### src/rtl/rx232_frame_rx.sv
// rtl/rx232_frame_rx.sv - RS-232 frame deserializer with 1-entry valid/ready output register
//
// Purpose:
//   Takes the recovered bit clock (rxck) and retimed serial bit (rxsdo) from the
//   bit-clock recovery stage, finds the start bit, shifts DATA_BITS data bits in
//   LSB first, checks the stop bit and hands good bytes out through a 1-entry
//   valid/ready register.
//
// Optional feature macro: RX232_PARITY_EN
//   Defined   : frame = start + data + parity + stop; parity checked against PARITY_ODD.
//   Undefined : frame = start + data + stop; par_err tied to 0.
//
// Ports:
//   clk       in   1          system clock
//   rst       in   1          asynchronous active-high reset
//   rxck      in   1          recovered bit clock, rising transition = bit event
//   rxsdo     in   1          serial bit, idle = 1
//   rx_data   out  DATA_BITS  received byte, valid while rx_valid = 1
//   rx_valid  out  1          output register holds an unconsumed byte
//   rx_ready  in   1          consumer accepts when rx_valid & rx_ready
//   frm_err   out  1          1-cycle pulse: stop bit was 0
//   ovr_err   out  1          1-cycle pulse: good frame dropped, output register full
//   par_err   out  1          1-cycle pulse: parity mismatch (0 without RX232_PARITY_EN)

module rx232_frame_rx #(
    parameter int DATA_BITS  = 8,
    parameter bit PARITY_ODD = 1'b0
) (
    input  logic                 clk,
    input  logic                 rst,
    input  logic                 rxck,
    input  logic                 rxsdo,
    output logic [DATA_BITS-1:0] rx_data,
    output logic                 rx_valid,
    input  logic                 rx_ready,
    output logic                 frm_err,
    output logic                 ovr_err,
    output logic                 par_err
);

    typedef enum logic [2:0] {
        IDLE,
        DATA,
`ifdef RX232_PARITY_EN
        PAR,
`endif
        STOP,
        WAIT1
    } state_t;

    localparam logic [3:0] LAST_BIT = 4'(DATA_BITS - 1);

    state_t               state;
    logic                 rxck_d;
    logic [DATA_BITS-1:0] sh;
    logic [3:0]           bcnt;
    logic                 bev;
    logic                 parity_ok;

    assign bev = rxck & ~rxck_d;

`ifdef RX232_PARITY_EN
    logic pbit;
    assign parity_ok = ((^{sh, pbit}) == PARITY_ODD);
`else
    assign parity_ok = 1'b1;
    assign par_err   = 1'b0;
    wire unused_parity_odd = PARITY_ODD;
`endif

    always_ff @(posedge clk or posedge rst) begin
        if (rst) begin
            state    <= IDLE;
            rxck_d   <= 1'b0;
            sh       <= '0;
            bcnt     <= '0;
            rx_data  <= '0;
            rx_valid <= 1'b0;
            frm_err  <= 1'b0;
            ovr_err  <= 1'b0;
`ifdef RX232_PARITY_EN
            pbit     <= 1'b0;
            par_err  <= 1'b0;
`endif
        end else begin
            rxck_d  <= rxck;
            frm_err <= 1'b0;
            ovr_err <= 1'b0;
`ifdef RX232_PARITY_EN
            par_err <= 1'b0;
`endif
            // Consumer handshake; a load at the STOP bev below overrides this clear.
            if (rx_valid && rx_ready) begin
                rx_valid <= 1'b0;
            end

            if (bev) begin
                case (state)
                    IDLE: begin
                        if (!rxsdo) begin
                            state <= DATA;
                            bcnt  <= '0;
                        end
                    end
                    DATA: begin
                        sh   <= {rxsdo, sh[DATA_BITS-1:1]};
                        bcnt <= bcnt + 4'd1;
                        if (bcnt == LAST_BIT) begin
`ifdef RX232_PARITY_EN
                            state <= PAR;
`else
                            state <= STOP;
`endif
                        end
                    end
`ifdef RX232_PARITY_EN
                    PAR: begin
                        pbit  <= rxsdo;
                        state <= STOP;
                    end
`endif
                    STOP: begin
                        // Precedence: framing, then parity, then overrun.
                        if (!rxsdo) begin
                            frm_err <= 1'b1;
                            state   <= WAIT1;
                        end else begin
                            state <= IDLE;
                            if (!parity_ok) begin
`ifdef RX232_PARITY_EN
                                par_err <= 1'b1;
`endif
                            end else if (!rx_valid || rx_ready) begin
                                rx_data  <= sh;
                                rx_valid <= 1'b1;
                            end else begin
                                ovr_err <= 1'b1;
                            end
                        end
                    end
                    WAIT1: begin
                        // Hold off until the line returns high so a break is not a start bit.
                        if (rxsdo) begin
                            state <= IDLE;
                        end
                    end
                    default: state <= IDLE;
                endcase
            end
        end
    end

endmodule

### config.mk
export PLATFORM = sky130hd
export DESIGN_NAME = rx232_frame_rx
export DESIGN_NICKNAME = d
export VERILOG_FILES = /design/src/rtl/rx232_frame_rx.sv
export SDC_FILE = /design/constraint.sdc
export NUM_CORES = 1
export LEC_CHECK = 0
export CAP_MARGIN = 30
export CORE_ASPECT_RATIO = 1.1
export CORE_MARGIN = 1
export CORE_UTILIZATION = 28
export CTS_BUF_LIST = sky130_fd_sc_hd__clkbuf_4 sky130_fd_sc_hd__clkbuf_8 sky130_fd_sc_hd__clkbuf_16
export CTS_CLUSTER_DIAMETER = 60
export DETAILED_ROUTE_END_ITERATION = 7
export GPL_TIMING_DRIVEN = 0
export SLEW_MARGIN = 10
export SYNTH_ARGS = -nofsm -noshare
export SYNTH_HDL_FRONTEND = slang
export SYNTH_SLANG_ARGS = --single-unit
### constraint.sdc
create_clock -name clk -period 2.05 [get_ports clk]
set_input_delay 0.5125 -clock clk [delete_from_list [all_inputs] [get_ports clk]]
set_output_delay 0.5125 -clock clk [all_outputs]
set_load 0.01 [all_outputs]
==> results.sh <==
export IMPL_startpoint="rxck"
export IMPL_crit_path_end="rx_data[0]"
export IMPL_cts_sinks=26
export IMPL_place_congestion=0.733
export IMPL_port_buffers=15
export IMPL_core_um2=3680
export IMPL_place_area_um2=1320
export IMPL_power_density_nw_per_um2=1220
export IMPL_dpl_cell_count=145
export IMPL_clk_latency_ns=0.27
export IMPL_critPathRequiredTime_ns=2.21
export IMPL_layout_common_cells="26 x dfrtp_1, 16 x mux2_2, 15 x clkdlybuf4s50_1"
export IMPL_drive_above_1_share=0.310
export IMPL_leakage_nw=0.631
export IMPL_fin_skew_ns=0.00587
export IMPL_fin_nets=107
export IMPL_rr_worst_depth=4
export IMPL_cts_root_buf="clkbuf_8"
export IMPL_hpwl_um=1240
export IMPL_rr_endpoint="rx_data[0]"
export IMPL_fin_crit_ns=1.90
export IMPL_fmax_mhz=527
export IMPL_numCtsBuffers=3
export IMPL_synthCells=79
export IMPL_drtIter0Drc=8
export IMPL_peakVddDrop_v=0.000611
export IMPL_r2r_start="rxck_d"
export IMPL_avgSynthCellArea_um2=13.8
export IMPL_cts_hold_buf=0
export IMPL_finalCritPeriodShare=0.925
export IMPL_status="finished clean"
export IMPL_dp_slack_ns=-0.308
export IMPL_finalSetupViolations=0
export IMPL_synth_nets=85
export IMPL_routedWlPerCell_um=11.1
export IMPL_cts_tree="yes"
export IMPL_areaGrowthSynthToFinish_pct=28.0
export IMPL_route_detailed_drc=0
export IMPL_worstSetupPathType="in -> reg"
export IMPL_tightest_slew_ns=0.512
export IMPL_mostFrequentLayoutCell="dfrtp_1"
export IMPL_grt_max_degree=16
export IMPL_synth_area_um2=1090
export IMPL_drt_wl_total_um=1660
export IMPL_cts_buffer_depth=2
export IMPL_dieWidth_um=61.6
export IMPL_yosysSeqAreaShare=0.595
export IMPL_dieArea_um2=4160
export IMPL_crit_path_max_fanout=8
export IMPL_antenna_found_initial=0
export IMPL_firstDrtPassIters=3
export IMPL_slowest_delay_ns=0.58
export IMPL_slew_viol_final=0
export IMPL_ant_nets=0
export IMPL_fin_hold_ws_ns=0.509
export IMPL_viasPerCell=4.37
export IMPL_r2r_slack_ns=0.50
export IMPL_fin_area_um2=1400
export IMPL_drv_cap=0
export IMPL_grt_use_total=0.0977
export IMPL_ys_warn_count=0
export IMPL_cpMaxStageDelayCell="clkdlybuf4s50_1"
export IMPL_fin_ws_ns=0.153
export IMPL_die_h_um=67.5
export IMPL_grt_overflow=0
export IMPL_initial_core_util=0.297
export IMPL_grt_first_pass_wirelength_um=2940
export IMPL_antenna_cells=0
export IMPL_arrival_ns=2.05
export IMPL_num_rows=23
export IMPL_hp_class="reg -> reg"
export IMPL_worstSetupStartpointType="input port"
export IMPL_clkTransAtPathRegs_ns=0.08
export IMPL_synth_seq_cells=26
export IMPL_vias=655
export IMPL_slew_headroom=0.658
export IMPL_grt_pass1_vias=668
export IMPL_tns_ns=0
export IMPL_path_cells="clkdlybuf4s50_1 > nand3b_4 > nor4b_4 > buf_4 > mux2_2"
export IMPL_layoutNonFillerInstCount=150
export IMPL_htree_levels=1
export IMPL_critPathCaptureType="flop"
export IMPL_worstHoldStart="rx_data[1]"
export IMPL_synth_distinct_cells=28
export IMPL_rsz0062_at_grt="no"
export IMPL_hold_viol=0
export IMPL_io_pins=17
==> through the flow <==
stage          power [mW]   util
3_3_place_gp         1.28  0.355
3_5_place_dp         1.30  0.359
2_1_floorplan        1.13      -
6_report             1.70  0.380
4_1_cts              1.72  0.380
5_1_grt              1.82  0.380
==> flip-flops by register name, indices dropped and copies added, names as in the netlist <==
signal,count
bcnt,4
state,2
rx_data,8
frm_err,1
sh,8
rxck_d,1
rx_valid,1
ovr_err,1
==> synth_stat cells <==
cell type	count	area, um^2
conb_1	1	3.75
buf_2	1	5.00
and4bb_2	1	12.5
nor2b_1	1	6.26
inv_1	2	7.51
a22o_1	1	8.76
nor2_1	6	22.5
nor3b_1	2	15.0
o21ai_0	2	10.0
a21o_2	1	8.76
a21oi_1	1	5.00
clkbuf_2	1	5.00
buf_4	1	7.51
nand2b_1	1	6.26
nand3b_1	1	7.51
nor3_1	1	5.00
or3b_4	1	11.3
nor4b_4	1	23.8
a211o_1	1	8.76
dfrtp_1	26	651
nand3_1	1	5.00
nor4b_2	1	15.0
o311ai_0	1	8.76
mux2_2	16	180
nand2_1	4	15.0
ha_1	1	12.5
or3_1	1	6.26
nand3b_4	1	20.0
==> power by group <==
group	internal (mW)	total [mW]	switching (mW)
registers	0.686	0.797	0.111
clock network	0.261	0.420	0.159
logic	0.281	0.486	0.205
==> kinds of logic after synthesis <==
family                   Yosys count  synth area share
adder cells (fa/ha/maj)            1            0.0114
AND/OR/NAND/NOR                   23             0.157
AO/OA/AOI/OAI                      7            0.0458
other                              1           0.00343
multiplexers                      16             0.165
flip-flops                        26             0.595
buffers and inverters              5            0.0229
==> critical path: cells and delay by family <==
kind	cells	cell delay [ns]
simple gates	2	0.41
mux	1	0.34
buf+inv	2	0.79
==> layout make-up <==
cell class	instances	area (um^2)
Fill cell	386	2280
Sequential cell	26	651
Multi-Input combinational cell	48	418
Timing Repair Buffer	17	173
Tap cell	50	62.6
Clock buffer	3	41.3
Clock inverter	1	30.0
Buffer	3	17.5
Inverter	2	7.51
==> layer usage <==
layer	global-route usage	part of all wire
met5	0	0
met4	0.0583	0.0096
met3	0.0172	0.030
met2	0.153	0.49
met1	0.124	0.47
==> what timing repair did <==
action | CTS | global route
buffers inserted | 1 | 0
setup endpoints to repair | 8 | 0
resized for setup | 0 | 0
hold endpoints to repair | 0 | 0
==> how the worst min path moves through the flow <==
stage / slack, ns / end / cells after the start
2_1_floorplan: 0.47 / bcnt[0] / 1
3_3_place_gp: 0.49 / sh[0] / 1
3_5_place_dp: 0.49 / rx_data[7] / 1
4_1_cts: 0.52 / rx_data[1] / 1
5_1_grt: 0.53 / rx_data[1] / 1
6_report: 0.51 / rx_data[1] / 1
No activity file was read; power rests on OpenSTA's default activity.
